[config.mk]
export PLATFORM = sky130hd
export DESIGN_NAME = rs485_uart_tx
export DESIGN_NICKNAME = d
export VERILOG_FILES = /design/src/rtl/rs485_uart_tx.sv
export SDC_FILE = /design/constraint.sdc
export NUM_CORES = 1
export LEC_CHECK = 0
export CORE_ASPECT_RATIO = 0.9
export CORE_MARGIN = 1.5
export CORE_UTILIZATION = 64
export CTS_BUF_LIST = sky130_fd_sc_hd__clkbuf_4
export DETAILED_ROUTE_END_ITERATION = 10
export PLACE_DENSITY = 0.82
export RECOVER_POWER = 50
export SLEW_MARGIN = 30
export SYNTH_ARGS = -nofsm -noshare
export SYNTH_HDL_FRONTEND = slang
export SYNTH_SLANG_ARGS = --single-unit
[constraint.sdc]
create_clock -name clk -period 2.9 [get_ports clk]
set_input_delay 0.58 -clock clk [delete_from_list [all_inputs] [get_ports clk]]
set_output_delay 0.58 -clock clk [all_outputs]
set_load 0.1 [all_outputs]
[src/rtl/rs485_uart_tx.sv]
// Half-duplex RS-485 transmitter: byte FIFO, DE/RE guard sequencing (setup, frames, hold)
// and 8N1/8N2 serialisation onto f_tx. All outputs are registered.
module rs485_uart_tx #(
  parameter int CLK_DIV   = 434,
  parameter int DE_SETUP  = 16,
  parameter int DE_HOLD   = 434,
  parameter int STOP_BITS = 1,
  parameter int FIFO_AW   = 4
) (
  input  logic       clk,
  input  logic       rst,
  input  logic [7:0] tx_data,
  input  logic       tx_valid,
  output logic       tx_ready,
  output logic       tx_busy,
  output logic       f_tx,
  output logic       f_re,
  output logic       f_de
);

  localparam int STOP_LEN = STOP_BITS * CLK_DIV;
  localparam int MAX_A    = (STOP_LEN > DE_SETUP) ? STOP_LEN : DE_SETUP;
  localparam int CNT_MAX  = (MAX_A > DE_HOLD) ? MAX_A : DE_HOLD;
  localparam int CW       = $clog2(CNT_MAX + 1);

  localparam logic [CW-1:0] SETUP_LAST = CW'(DE_SETUP - 1);
  localparam logic [CW-1:0] BIT_LAST   = CW'(CLK_DIV - 1);
  localparam logic [CW-1:0] STOP_LAST  = CW'(STOP_LEN - 1);
  localparam logic [CW-1:0] HOLD_LAST  = CW'(DE_HOLD - 1);

  typedef enum logic [2:0] {IDLE, SETUP, START, DATA, STOP, HOLD} state_t;

  // Handshake: a byte is written at a rising edge where tx_valid and tx_ready are both 1;
  // tx_valid may be held across edges and each accepted edge stores one byte.

  logic [7:0]       mem [2**FIFO_AW];
  logic [FIFO_AW:0] wr_ptr, rd_ptr, wr_ptr_n, rd_ptr_n;
  logic             empty_q, wr_en, pop, full_n;
  logic [7:0]       head;

  state_t      state, state_n;
  logic [CW-1:0] cnt, cnt_n;
  logic [2:0]  bit_idx, bit_idx_n;
  logic [7:0]  shreg, shreg_n;
  logic        tx_n, de_n, busy_n;

  assign wr_en    = tx_valid & tx_ready;
  assign wr_ptr_n = wr_en ? wr_ptr + (FIFO_AW+1)'(1) : wr_ptr;
  assign rd_ptr_n = pop ? rd_ptr + (FIFO_AW+1)'(1) : rd_ptr;
  assign full_n   = (wr_ptr_n[FIFO_AW] != rd_ptr_n[FIFO_AW]) &&
                    (wr_ptr_n[FIFO_AW-1:0] == rd_ptr_n[FIFO_AW-1:0]);
  assign head     = mem[rd_ptr[FIFO_AW-1:0]];

  always_ff @(posedge clk) begin
    if (wr_en) mem[wr_ptr[FIFO_AW-1:0]] <= tx_data;
  end

  always_comb begin
    state_n   = state;
    cnt_n     = cnt + CW'(1);
    bit_idx_n = bit_idx;
    shreg_n   = shreg;
    pop       = 1'b0;
    case (state)
      IDLE: begin
        cnt_n = '0;
        if (!empty_q) state_n = SETUP;
      end
      SETUP: begin
        if (cnt == SETUP_LAST) begin
          pop = 1'b1; shreg_n = head; state_n = START; cnt_n = '0;
        end
      end
      START: begin
        if (cnt == BIT_LAST) begin
          state_n = DATA; cnt_n = '0; bit_idx_n = '0;
        end
      end
      DATA: begin
        if (cnt == BIT_LAST) begin
          cnt_n   = '0;
          shreg_n = {1'b1, shreg[7:1]};
          if (bit_idx == 3'd7) state_n = STOP;
          else bit_idx_n = bit_idx + 3'd1;
        end
      end
      STOP: begin
        if (cnt == STOP_LAST) begin
          cnt_n = '0;
          if (!empty_q) begin
            pop = 1'b1; shreg_n = head; state_n = START;
          end else begin
            state_n = HOLD;
          end
        end
      end
      HOLD: begin
        // A late byte takes priority over hold expiry so the driver never drops.
        if (!empty_q) begin
          pop = 1'b1; shreg_n = head; state_n = START; cnt_n = '0;
        end else if (cnt == HOLD_LAST) begin
          state_n = IDLE; cnt_n = '0;
        end
      end
      default: begin
        state_n = IDLE; cnt_n = '0;
      end
    endcase
    tx_n   = (state_n == START) ? 1'b0 : (state_n == DATA) ? shreg_n[0] : 1'b1;
    de_n   = (state_n != IDLE);
    busy_n = (state_n != IDLE) || (wr_ptr_n != rd_ptr_n);
  end

  // empty_q reflects the occupancy before the edge, so a new byte is noticed one cycle late.
  always_ff @(posedge clk) begin
    if (rst) begin
      state    <= IDLE;
      cnt      <= '0;
      bit_idx  <= '0;
      shreg    <= '0;
      wr_ptr   <= '0;
      rd_ptr   <= '0;
      empty_q  <= 1'b1;
      tx_ready <= 1'b0;
      tx_busy  <= 1'b0;
      f_tx     <= 1'b1;
      f_de     <= 1'b0;
      f_re     <= 1'b0;
    end else begin
      state    <= state_n;
      cnt      <= cnt_n;
      bit_idx  <= bit_idx_n;
      shreg    <= shreg_n;
      wr_ptr   <= wr_ptr_n;
      rd_ptr   <= rd_ptr_n;
      empty_q  <= (wr_ptr == rd_ptr);
      tx_ready <= ~full_n;
      tx_busy  <= busy_n;
      f_tx     <= tx_n;
      f_de     <= de_n;
      f_re     <= de_n;
    end
  end

endmodule

== After elaboration in Yosys (flattened, before gate mapping) ==
Memory sizes are Yosys's and may differ from the RTL's. A register that Yosys moved wholly into a read port is not among the register bits.
Cells that the tools add are included.

* Register bits after elaboration: 38
* RAM bits: 128
* Word-level logic and storage cells: 81
* Memories: 1

* $add $sub $neg: 4
* Equal/unequal tests: 19
* Multiplexer cells: 34
* Bitwise gates (word level): 2
* Reductions and logical operators: 9

{| class="wikitable"
|+ Memory list
! name !! depth !! bits a word !! read ports !! clocked after Yosys merged registers in !! wr ports !! RTL line !! RTL
|-
| mem || 16 || 8 || 1 || 1 || 1 || 36 || <nowiki>logic [7:0] mem [2**FIFO_AW];</nowiki>
|}

{| class="wikitable"
|+ Operators with widths
! cell !! count
|-
| $mux 3 || 12
|-
| $mux 8 || 4
|-
| $pmux 8 s4 || 1
|-
| $mux 9 || 3
|-
| $pmux 9 s3 || 1
|-
| $pmux 3 s6 || 1
|-
| $eq 3x2->1 const B || 4
|-
| $add 5x1->5 const B || 2
|-
| $mux 5 || 2
|-
| $ne 2x2->1 const B || 5
|-
| $add 9x1->9 const B || 1
|-
| $eq 3x3->1 const B || 3
|-
| $eq 9x4->1 const B || 1
|-
| $eq 9x9->1 const B || 1
|-
| $reduce_and 4->1 || 2
|-
| $mux 1 || 7
|-
| $pmux 3 s2 || 1
|-
| $eq 5x5->1 || 1
|-
| $ne 5x5->1 || 1
|-
| $eq 4x4->1 || 1
|-
| $mux 4 || 1
|-
| $reduce_bool 4->1 || 1
|-
| $add 3x1->3 const B || 1
|-
| $eq 3x1->1 const B || 1
|-
| 10 further kinds || 10
|}

== Longest topological paths before layout ==
* Word-level depth: 7
* Gate-level depth with buffers: 10
* Mapped depth without buffers: 8

== Worst setup path after synthesis ==
OpenSTA, ideal clock, no wires.

* Path type: reg2reg
* Start point: register tx_ready
* End point: register tx_busy
* Setup time: 0.081 ns
* Arrival time: 2.677 ns
* Required time: 2.819 ns
* Setup slack: 0.142 ns
* Stages on the path, launching flop included: 8
* Path buffers: 1
* Cells stage by stage: dfxtp_1 > and2_1 > clkbuf_1 > nand2_1 > nor2_1 > xnor2_1 > xor2_1 > a41oi_1

* Longest elaborated chain between the ends: 4

{| class="wikitable"
|+ Ends and longest elaborated chain
! element !! RTL line !! RTL
|-
| start: declaration || 14 || <nowiki>output logic tx_ready,</nowiki>
|-
| start signal: assignment || 137 || <nowiki>tx_ready <= ~full_n;</nowiki>
|-
| $and 1x1->1 || 47 || <nowiki>assign wr_en = tx_valid & tx_ready;</nowiki>
|-
| $mux 5 || 48 || <nowiki>assign wr_ptr_n = wr_en ? wr_ptr + (FIFO_AW+1)'(1) : wr_ptr;</nowiki>
|-
| $ne 5x5->1 || 111 || <nowiki>busy_n = (state_n != IDLE) || (wr_ptr_n != rd_ptr_n);</nowiki>
|-
| $logic_or 1x1->1 || 111 ||
|-
| end signal: assignment || 138 || <nowiki>tx_busy <= busy_n;</nowiki>
|-
| end: declaration || 15 || <nowiki>output logic tx_busy,</nowiki>
|}

No other way between the ends.
A chain may end at the register's enable or synchronous reset.

==> impl_metrics.yaml <==
synth:
  ys_async_sr_fraction_pct: 0
  synth_area_per_cell_um2: 15.4
  synth-seq-area-share_pct: 66.5
  synth_edf_count: 128
  muxShareOfSynthArea_pct: 12.2
  synth-adder-area-share_pct: 1.63
  synth_ff_type: "edfxtp_1"
  yosys_warnings: 0
  ys_ff_latch: 166
  synth_cells: 449
  synth_top_family_by_area: "multiplexers"
  ys_types: 52
  synthSimpleGateAreaFrac_pct: 8.11
  netlist_area_mm2: 0.00692
  synth_compound_area_share_pct: 6.13
  synth-xor-area-share_pct: 3.11
  syn_nets: 469
placed_design:
  place.gp.congestion: 0.830
  io_buffers: 15
  dpl-instance-area_mm2: 0.00733
  dp_slack_ns: 0.321
  post-place-cells: 598
  hpwl_mm: 8.82
timing:
  finalWorstSetupSlack_ns: 0.448
  slew_headroom_pct: 43.4
  fin_worst_skew_ns: 0.0274
  fmax_mhz: 408
  grt_setup_unrepaired: "no"
  hold_slack_ns: 0.474
  fin_crit_ns: 2.45
  tightest_slew_ns: 0.848
  setup_viol: 0
  hold_violations: 0
  maxSlewViolCount: 0
  fin_crit_sh_pct: 84.6
  finalSetupTns_ns: 0
route:
  drtIter0Drc: 338
  routed_via_density: 6.28
  wl_per_cell_um: 21.0
  wirelength_mm: 13.2
  num_vias: 3954
  top_layer: "met4"
  drc: 0
  met2_wirelength_mm: 6.55
  route.met3.wl_um: 910
  met1_length_mm: 5.60
  ant_nets: 0
  first_pass_iters: 4
power:
  power_frac_comb_pct: 4.1
  p_seq_share_pct: 62.8
  p_sw_share_pct: 24.5
  ir_worst_vdd_v: 0.000461
  p_per_area_mw_per_mm2: 541
  power_switching_mw: 1.01
  p_int_mw: 3.11
  total_power_mw: 4.12
  leakage_nw: 2.47
  pwr-share-clk_pct: 33.1
worst_setup_path:
  crit_arrival_ns: 2.89
  path_class: "flop to flop"
  crit_path_max_fanout: 16
  required_ns: 3.33
  start_kind: "flop"
  reg2regPathDepth: 6
  end_kind: "flop"
die:
  io_pins: 16
  die_y_um: 102
  dieArea_mm2: 0.0115
  design.core.area_mm2: 0.0104
  start_util_pct: 66.7
  die_w_um: 113
  row_count: 35
cells_and_area:
  final_nets: 508
  final_cell_area_mm2: 0.00761
  fillers: 643
  fin_cells: 630
  diodes: 0
  final_core_util_pct: 73.3
  syn_to_final_growth_pct: 9.89
  drive_above_1_share_pct: 21.6
min_path:
  hold_class: "flop to flop"
  whs_path_depth: 2
clock_tree:
  clk_path_buf_depth: 2
  cts_num_sinks: 166
  cts_tree: "built"
  ctsResizeCount: 0
  cts-root-buf: "clkbuf_4"
  cts_buffers: 17
  ctsHoldBuffers: 0
  post_cts_buffers: 0
  path_clk_slew_ns: 0.14
  clk_latency_ns: 0.56
  htree_levels: 4
grt:
  grt_pass1_wl_mm: 21.0
  antenna_found_initial: 0
  grt_usage_pct: 25.4
  grt_pass1_vias: 3890
  grt_overflow: 0
  grt_max_degree: 28
run:
  cap_violations: 0
run_status:
  outcome: "finished clean"
-- worst max-delay path, stage by stage, from the launching register on --
cell and delay, ns:
dfxtp_2 0.70, buf_4 0.24, mux4_2 0.49, mux4_2 0.51, nand2_1 0.09, o311ai_0 0.13
o311a_1 0.17
-- worst paths after layout --
| check | start | end | slack, ns |
|---|---|---|---|
| setup / recovery | rd_ptr[0] | shreg[7] | 0.45 |
| hold reg to reg | shreg[4] | shreg[3] | 0.47 |
| setup reg to reg | rd_ptr[0] | shreg[7] | 0.45 |
| hold / removal | shreg[4] | shreg[3] | 0.47 |
-- power by group through the flow --
stage,sequential [mW],clock [mW],combinational [mW]
2_1_floorplan,2.66,0,0.0782
3_3_place_gp,2.64,0,0.167
3_5_place_dp,2.64,0,0.172
4_1_cts,2.59,1.40,0.173
5_1_grt,2.59,1.48,0.184
6_report,2.59,1.36,0.169
-- cells in the mapped netlist (8+ instances only) --
library cell	instances	area share (%)
inv_1	10	0.54
edfxtp_1	128	56
ha_1	9	1.6
xnor2_1	15	1.9
clkbuf_1	13	0.70
mux4_2	34	11
and2_1	8	0.72
dfxtp_1	38	11
nand2_1	22	1.2
mux2i_1	8	1.2
a22oi_1	9	0.98
a21oi_1	22	1.6
nor2_1	47	2.5
-- state kept, by name, indices dropped and copies added, names as in the netlist --
register and cells:
mem 128, cnt 9, shreg 8, rd_ptr 5
wr_ptr 5, bit_idx 3, state 3, empty_q 1
f_de 1, f_tx 1, tx_busy 1, tx_ready 1
-- cell type report --
type	count	area (um^2)	share of cell area (%)
well taps	129	161	2.12
repair buffers	45	348	4.57
clock inverters	14	160	2.11
clock buffers	18	135	1.78
inverters	10	37.5	0.493
multi-input cells	248	2160	28.4
flip-flops and latches	166	4610	60.5
-- logic make-up after synthesis --
logic type,after synthesis
AND/OR/NAND/NOR,112
flip-flops,166
multiplexers,42
buffers and inverters,35
XOR/XNOR,23
adder cells (fa/ha/maj),9
AO/OA/AOI/OAI,62
-- per-layer routing --
| metal | track usage [%] | vias to the layer above |
|---|---|---|
| li1 | - | 1813 |
| met1 | 34.7 | 1975 |
| met2 | 41.5 | 152 |
| met3 | 6.10 | 14 |
| met4 | 8.08 | 0 |
| met5 | 0 | - |
-- cells in the final DEF, fill, tap and decap left out, types with 2 or more instances in the layout --
cell	instances
a2111oi_0	2
a211oi_1	7
a21oi_1	22
a22oi_1	9
a311oi_1	2
a31oi_1	3
and2_0	2
and2_1	6
and3_1	3
buf_4	31
clkbuf_1	4
clkbuf_4	18
clkinv_4	5
dfxtp_1	37
dlygate4sd3_1	9
edfxtp_1	128
ha_1	9
inv_1	10
inv_8	7
mux2i_1	8
mux4_2	34
nand2_1	22
nand2b_1	3
nand3_1	7
nand4_1	2
nand4b_1	2
nor2_1	47
nor3_1	7
o21ai_0	3
o31ai_1	2
o41ai_1	2
xnor2_1	15
xor2_1	7
(Power assumes the default switching activity.)
